<file path="config.mk">
export PLATFORM = sky130hd
export DESIGN_NAME = fir_mac_sequencer
export DESIGN_NICKNAME = d
export VERILOG_FILES = /design/src/rtl/fir_mac_sequencer_pkg.sv /design/src/rtl/fir_mac_sequencer_mac_unit.sv /design/src/rtl/fir_mac_sequencer.sv
export SDC_FILE = /design/constraint.sdc
export NUM_CORES = 1
export LEC_CHECK = 0
export BUFFER_PORTS_ARGS = -buffer_cell sky130_fd_sc_hd__clkbuf_2
export CELL_PAD_IN_SITES_DETAIL_PLACEMENT = 2
export CELL_PAD_IN_SITES_GLOBAL_PLACEMENT = 2
export CORE_MARGIN = 3
export CORE_UTILIZATION = 34
export CTS_CLUSTER_SIZE = 14
export DETAILED_ROUTE_END_ITERATION = 12
export GPL_TIMING_DRIVEN = 0
export HOLD_SLACK_MARGIN = 0.05
export PLACE_DENSITY = 0.75
export SLEW_MARGIN = 20
export SYNTH_ARGS = -nofsm -noshare
export SYNTH_HDL_FRONTEND = slang
export SYNTH_HIERARCHICAL = 1
export SYNTH_SLANG_ARGS = --single-unit
</file>
<file path="constraint.sdc">
create_clock -name clk -period 7.4 [get_ports clk]
set_input_delay 1.11 -clock clk [delete_from_list [all_inputs] [get_ports clk]]
set_output_delay 1.11 -clock clk [all_outputs]
set_load 0.005 [all_outputs]
</file>
<file path="src/rtl/fir_mac_sequencer_pkg.sv">
// Shared definitions for the FIR read-side sequencer: FSM encodings and width helpers.
package fir_mac_sequencer_pkg;

  typedef enum logic [1:0] {
    ST_IDLE = 2'd0,
    ST_MAC  = 2'd1,
    ST_DONE = 2'd2
  } state_t;

  // Full-precision accumulator width: product width plus growth for LENGTH terms.
  function automatic int acc_width(input int width, input int length);
    return 2 * width + $clog2(length);
  endfunction

endpackage

</file>
<file path="src/rtl/fir_mac_sequencer_mac_unit.sv">
// Signed multiplier feeding an accumulator with synchronous clear and enable.
// acc_sum exposes the running sum including the current product so the caller
// can capture the final result on the last tap without an extra cycle.
module fir_mac_unit
  import fir_mac_sequencer_pkg::*;
#(
  parameter int WIDTH = 16,
  parameter int ACC_W = 34
) (
  input  logic             clk,
  input  logic             rst,
  input  logic             clr,
  input  logic             en,
  input  logic [WIDTH-1:0] a,
  input  logic [WIDTH-1:0] b,
  output logic [ACC_W-1:0] acc,
  output logic [ACC_W-1:0] acc_sum
);

  logic signed [2*WIDTH-1:0] prod;
  logic        [ACC_W-1:0]   prod_ext;
  logic        [ACC_W-1:0]   acc_d;
  logic        [ACC_W-1:0]   acc_q;

  // Signed product, sign-extended to the accumulator width, plus running sum.
  always_comb begin
    prod     = $signed(a) * $signed(b);
    prod_ext = {{(ACC_W - 2*WIDTH){prod[2*WIDTH-1]}}, prod};
    acc_sum  = acc_q + prod_ext;
  end

  // Clear has priority so a new sample always starts from zero.
  always_comb begin
    acc_d = acc_q;
    if (clr)     acc_d = '0;
    else if (en) acc_d = acc_sum;
  end

  // Accumulator register.
  always_ff @(posedge clk or posedge rst) begin
    if (rst) acc_q <= '0;
    else     acc_q <= acc_d;
  end

  assign acc = acc_q;

endmodule

</file>
<file path="src/rtl/fir_mac_sequencer.sv">
// Read-side controller for the shifting FIR sample register file: accepts a
// sample, walks all taps through the MAC unit, and holds the result on a
// valid/ready output port.
//
//   state   | meaning
//   --------+---------------------------------------------------------
//   IDLE    | waiting for a sample; in_ready high, pointer parked at 0
//   MAC     | one tap per cycle, pointer 0..LENGTH-1
//   DONE    | result held on out_data until out_ready
module fir_mac_sequencer
  import fir_mac_sequencer_pkg::*;
#(
  parameter int WIDTH  = 16,
  parameter int LENGTH = 100,
  parameter int PTR_W  = $clog2(LENGTH),
  parameter int ACC_W  = acc_width(WIDTH, LENGTH)
) (
  input  logic             clk,
  input  logic             rst,
  input  logic             in_valid,
  output logic             in_ready,
  input  logic [WIDTH-1:0] in_data,
  output logic             shift_enb,
  output logic [PTR_W-1:0] pointer,
  input  logic [WIDTH-1:0] tap_data,
  output logic [PTR_W-1:0] coef_addr,
  input  logic [WIDTH-1:0] coef_data,
  output logic [ACC_W-1:0] out_data,
  output logic             out_valid,
  input  logic             out_ready
);

  localparam logic [PTR_W-1:0] PTR_LAST = PTR_W'(LENGTH - 1);

  state_t             state_q, state_d;
  logic [PTR_W-1:0]   ptr_q, ptr_d;
  logic [ACC_W-1:0]   out_data_q, out_data_d;
  logic               out_valid_q, out_valid_d;
  logic               mac_clr, mac_en, last_tap;
  logic [ACC_W-1:0]   acc, acc_sum;

  // in_data feeds the register file directly; it is not used here.
  logic unused_in_data;
  assign unused_in_data = ^{in_data, acc};

  assign last_tap = (ptr_q == PTR_LAST);

  // State register.
  always_ff @(posedge clk or posedge rst) begin
    if (rst) state_q <= ST_IDLE;
    else     state_q <= state_d;
  end

  // Next-state logic.
  always_comb begin
    state_d = state_q;
    case (state_q)
      ST_IDLE: if (in_valid)  state_d = ST_MAC;
      ST_MAC:  if (last_tap)  state_d = ST_DONE;
      ST_DONE: if (out_ready) state_d = ST_IDLE;
      default:                state_d = ST_IDLE;
    endcase
  end

  // Handshake and MAC control outputs; in_ready is forced low during reset.
  always_comb begin
    in_ready  = (state_q == ST_IDLE) && !rst;
    shift_enb = in_valid && in_ready;
    mac_clr   = shift_enb;
    mac_en    = (state_q == ST_MAC);
  end

  // Pointer and output register next values.
  always_comb begin
    ptr_d       = ptr_q;
    out_data_d  = out_data_q;
    out_valid_d = out_valid_q;
    case (state_q)
      ST_IDLE: ptr_d = '0;
      ST_MAC: begin
        if (last_tap) begin
          ptr_d       = '0;
          out_data_d  = acc_sum;
          out_valid_d = 1'b1;
        end else begin
          ptr_d = ptr_q + 1'b1;
        end
      end
      ST_DONE: if (out_ready) out_valid_d = 1'b0;
      default: begin
        ptr_d       = '0;
        out_valid_d = 1'b0;
      end
    endcase
  end

  // Pointer and output registers.
  always_ff @(posedge clk or posedge rst) begin
    if (rst) begin
      ptr_q       <= '0;
      out_data_q  <= '0;
      out_valid_q <= 1'b0;
    end else begin
      ptr_q       <= ptr_d;
      out_data_q  <= out_data_d;
      out_valid_q <= out_valid_d;
    end
  end

  fir_mac_unit #(
    .WIDTH (WIDTH),
    .ACC_W (ACC_W)
  ) u_mac (
    .clk     (clk),
    .rst     (rst),
    .clr     (mac_clr),
    .en      (mac_en),
    .a       (tap_data),
    .b       (coef_data),
    .acc     (acc),
    .acc_sum (acc_sum)
  );

  assign pointer   = ptr_q;
  assign coef_addr = ptr_q;
  assign out_data  = out_data_q;
  assign out_valid = out_valid_q;

endmodule

</file>
* Word-level counts from Yosys, hierarchy flattened
Cells that the tools add are included.
Storage, ports and cells: register bits 88, output and inout port bits 56, word-level logic and storage cells 34, input bits 52
Operators by class: muxes and demuxes 11, multiply operators 1, eq/ne operators 6, reductions and logical operators 8, $add $sub $neg 2, bitwise gates (word level) 1
Operator list (number):
- $mux 39 | 2
- $add 39x39->39 | 1
- $mul 16x16->32 | 1
- $pmux 7 s2 | 1
- $add 7x1->7 const B | 1
- $eq 7x7->1 const B | 1
- $mux 7 | 1
- $mux 2 | 3
- $pmux 2 s3 | 1
- $reduce_and 3->1 | 2
- $ne 2x2->1 const B | 2
- $pmux 1 s3 | 1
- $eq 2x1->1 const B | 1
- $eq 2x2->1 const B | 1
- $logic_and 1x1->1 | 2
- $logic_not 2->1 | 1
- $mux 1 | 2
- $ne 2x1->1 const B | 1
- $reduce_and 2->1 | 1
- $reduce_bool 2->1 | 1
- $logic_not 1->1 | 1
- $not 1->1 | 1

* Longest topological paths before layout
depth in word-level cells 4, mapped depth 35, mapped depth without buffers 34

* Modules after synthesis
Netlist, hierarchy kept.
Modules (own cells, without submodules):
- fir_mac_unit | instances 1, cells each 1489, sequential area each 975.9 µm², area each 13310.3 µm²
- fir_mac_sequencer | instances 1, cells each 145, sequential area each 1226.2 µm², area each 2177.1 µm²

* Worst setup path after synthesis
OpenSTA, ideal clock, no wires.
path kind in2reg, from input port coef_data[7], to register out_data_q[33], in the netlist out_data[33], cell stages on the path 34, data required time 7.275 ns, data arrival time 8.561 ns, buffers on the path 1, setup slack -1.286 ns, library setup time 0.125 ns, cell sequence clkbuf_1 > nand2_1 > fa_1 > inv_1 > fa_1 > inv_1 > fa_1 > inv_1 > fa_1 > fa_1 > inv_1 > fa_1 > inv_1 > ha_1 > a21oi_1 > o21ai_0 > a2111oi_0 > o21ai_2 > nand2_1 > nand3_1 > a21oi_1 > o21bai_1 > a21oi_1 > xnor2_1 > ha_1 > a21o_1 > a21o_1 > a21oi_1 > o21ai_0 > o2111ai_1 > a31oi_2 > or3_1 > and2_1 > mux2_4
On the way: longest elaborated chain between the ends 2
Ends and longest elaborated chain:
- from (decl) | RTL line fir_mac_sequencer.sv:27 | input logic [WIDTH-1:0] coef_data,
- $mul 16x16->32 | RTL line fir_mac_sequencer_mac_unit.sv:27 | prod = $signed(a) * $signed(b);
- $add 39x39->39 | RTL line fir_mac_sequencer_mac_unit.sv:29 | acc_sum = acc_q + prod_ext;
- named net acc_sum[33] | RTL line fir_mac_sequencer.sv:40 | logic [ACC_W-1:0] acc, acc_sum;
- to (signal assigned) | RTL line fir_mac_sequencer.sv:105 | out_data_q <= out_data_d;
- to (decl) | RTL line fir_mac_sequencer.sv:37 | logic [ACC_W-1:0] out_data_q, out_data_d;
The timed path passes the listed nets, and every way through them passes these cells. A chain may end at the register's enable or synchronous reset.

* Worst setup path after layout
from input port coef_data[7], to register u_mac.acc_q[35], in the netlist u_mac/acc[35]
On the way: longest elaborated chain between the ends 4
Ends and longest elaborated chain:
- $mul 16x16->32 | RTL line fir_mac_sequencer_mac_unit.sv:27
- $add 39x39->39 | RTL line fir_mac_sequencer_mac_unit.sv:29
- $mux 39 | RTL line fir_mac_sequencer_mac_unit.sv:36 | else if (en) acc_d = acc_sum;
- $mux 39 | RTL line fir_mac_sequencer_mac_unit.sv:35 | if (clr) acc_d = '0;
- to (signal assigned) | RTL line fir_mac_sequencer_mac_unit.sv:41 | if (rst) acc_q <= '0;
- to (signal assigned) | RTL line fir_mac_sequencer_mac_unit.sv:42 | else acc_q <= acc_d;
- to (decl) | RTL line fir_mac_sequencer_mac_unit.sv:23 | logic [ACC_W-1:0] acc_q;
Every way passes these cells. The select of a mux whose other input is x is not followed.

==> results.yml <==
outcome:
  outcome: "finished, violations left"
  failed_checks: "negative setup slack"
yosys:
  synth_area_leaders: "fa_1 (34%), dfrtp_1 (14%), ha_1 (9.9%)"
  synthFlopType: "dfrtp_1"
  synth_edf_count: 0
  synth_area_um2: 15500
  synth_top_cell_area_share: 0.340
  ys_async_sr_fraction: 1.00
  synth-seq-cells: 88
  ys_seq_area_frac: 0.142
  synth_cell_types: 68
  yosys.area.top_type: "fa_1"
  syn-num-nets: 2072
  yosysWarnings: 6
  synthCells: 1634
  avgSynthCellArea_um2: 9.48
clock_network:
  cts-root-buf: "clkbuf_16"
  hold_buffers: 0
  clkSinkCount: 88
  cts_tree: "done"
  htreeDepth: 3
  clk_latency_ns: 0.37
  clk_path_buf_depth: 2
  clkTransAtPathRegs_ns: 0.07
  cts_made_buffers: 9
critical_path:
  crit_path_max_incr_delay_ns: 0.63
  cp_max_fo: 7
  cp-start-kind: "input pin"
  crit_arrival_ns: 9.33
  end_kind: "register"
  cp_data_required_time_ns: 7.59
  critical-path-slowest-cell: "fa_2"
  worstSetupPathType: "input pin to register"
die:
  fp.dieH_um: 219
  initial_core_util: 0.347
  ios: 108
  die_w_um: 219
  coreArea_um2: 44600
  dieArea_um2: 48100
  rows: 77
routing:
  route.detailed.drc: 0
  drt_iter0_drc: 669
  avgViaCountPerCell: 5.39
  wl_mm: 66.7
  wl_per_cell_um: 27.2
  detail-route-antenna-nets: 0
  first_pass_iters: 5
  vias: 13200
placed_design:
  hpwlAfterDp_mm: 40.7
  gp_congestion: 0.828
  io_buffers: 91
  placed_area_um2: 17000
sta:
  min_period_ns: 9.14
  max_freq_mhz: 109
  drv_slew: 0
  fin_setup_tns_ns: -51.60
  tightest_slew_ns: 1.04
  timing.final.crit_share: 1.23
  hold_violations: 0
  rsz0062_at_grt: "true"
  slew_headroom: 0.306
  final.setup.worst_slack_ns: -1.74
  finalClockSkew_ns: 0.0151
  finalSetupViolations: 46
finish:
  num-nets-final: 2294
  design_area_um2: 20000
  drive_above_1_share: 0.280
  syn2layout_area_growth_pct: 29.3
  final_util: 0.449
job:
  maxCapViolations: 0
grt:
  antenna_found_initial: 1
  grt_overflow: 0
  grt_pass1_vias: 15200
  grt_pass1_wl_mm: 86.6
  grt_max_degree: 50
  track_usage: 0.235
hold_path:
  hold_path_class: "register to register"
==> critical path: cells and delay by family <==
kind                     cells  cell delay [ns]
adder cells (fa/ha/maj)      8             3.88
buffers and inverters       11             1.38
AO/OA/AOI/OAI                7             1.62
XOR/XNOR                     1             0.16
AND/OR/NAND/NOR              6             1.14
==> per-stage QoR <==
step | setup slack [ns] | cells | hold WS [ns]
2_1_floorplan | -0.895 | 1634 | 0.463
3_3_place_gp | -2.24 | 2317 | 0.488
3_5_place_dp | -2.44 | 2318 | 0.495
4_1_cts | -1.15 | 2412 | 0.515
5_1_grt | -1.89 | 2453 | 0.535
6_report | -1.74 | 2454 | 0.513
==> routing by layer <==
layer,GRT usage,wire length [um],part of all wire,vias up
met5,0,0,0,-
met4,0.0830,2840,0.043,0
met3,0.0312,2310,0.035,195
met2,0.435,35900,0.54,410
met1,0.279,25600,0.38,7076
li1,-,-,-,5550
==> synthesized netlist by cell type, types with 13 or more instances <==
library cell and count:
a21o_1 33, nand2b_1 13, mux2_4 38, o21ai_0 30, fa_1 263, inv_1 308, mux2i_1 29, and2_1 127
nand3_1 19, dfrtp_1 88, xor2_1 18, xnor2_1 49, ha_1 123, nand2_1 162, clkbuf_1 36, a21oi_1 56
nor2_1 87
==> sequential cells by signal (all words and copies together) (netlist names) <==
| name | cells |
|---|---|
| state_q | 2 |
| coef_addr | 7 |
| u_mac/acc | 39 |
| out_data | 39 |
| out_valid | 1 |
==> placed cells by master, fill, tap and decap left out, types with 12 or more instances in the layout <==
cell,Yosys,layout
a21oi_1,56,31
ha_1,123,94
a21o_1,33,33
fa_2,0,18
inv_1,308,283
nand2b_1,13,13
buf_4,7,104
inv_2,0,23
clkbuf_2,1,63
xnor2_1,49,39
nand3_1,19,12
clkbuf_16,0,33
nor2_1,87,74
fa_1,263,245
and2_1,127,113
a21oi_2,1,23
o21a_1,12,12
and2_4,0,14
buf_6,4,24
nand2_1,162,149
mux2i_1,29,29
o21ai_0,30,20
ha_4,0,23
mux2_4,38,39
dfrtp_1,88,88
clkbuf_8,0,15
==> final cells by class <==
type	instances	area, um2
fill	4647	24600
multi-input combinational	1183	13000
sequential	88	2200
timing repair buffer	212	1790
inverter	308	1160
buffer	54	785
tap	592	741
clock buffer	11	233
clock inverter	5	81.3
antenna	1	2.50
==> worst paths after layout <==
kind                                          start                         to  slack, ns  cells after the start
setup / recovery                       coef_data[7]  u_mac/acc[35]$_DFFE_PP0P_      -1.74                     33
max in group asynchronous                       rst   u_mac/acc[9]$_DFFE_PP0P_       6.06                      3
setup reg to reg           u_mac/acc[1]$_DFFE_PP0P_  u_mac/acc[35]$_DFFE_PP0P_       3.60                     13
hold / removal              out_data[0]$_DFFE_PP0P_    out_data[0]$_DFFE_PP0P_       0.51                      1
hold reg to reg             out_data[0]$_DFFE_PP0P_    out_data[0]$_DFFE_PP0P_       0.51                      1
min in group asynchronous                       rst  u_mac/acc[25]$_DFFE_PP0P_       0.80                      2
==> what timing repair did <==
| item | in CTS | in global routing |
|---|---|---|
| buffers inserted | 77 | 44 |
| resized for setup | 260 | 121 |
| pin swaps | 86 | 99 |
| gates cloned | 2 | 0 |
| endpoints found under the setup margin | 52 | 50 |
==> logic make-up (layout without fill, tap and decap cells) <==
group / after synthesis / count (layout) / synth area share
compound gates: 198 / 198 / 0.0848
mux: 69 / 69 / 0.0570
flops: 88 / 88 / 0.142
other cells: 0 / 1 / 0
fa+ha+maj: 386 / 386 / 0.439
buf+inv: 363 / 590 / 0.0918
xor+xnor: 67 / 67 / 0.0379
simple gates: 463 / 463 / 0.147
Power is left out: the tool's default activity adds up to more than one toggle a clock period on the data nets, which glitch-free logic cannot reach.
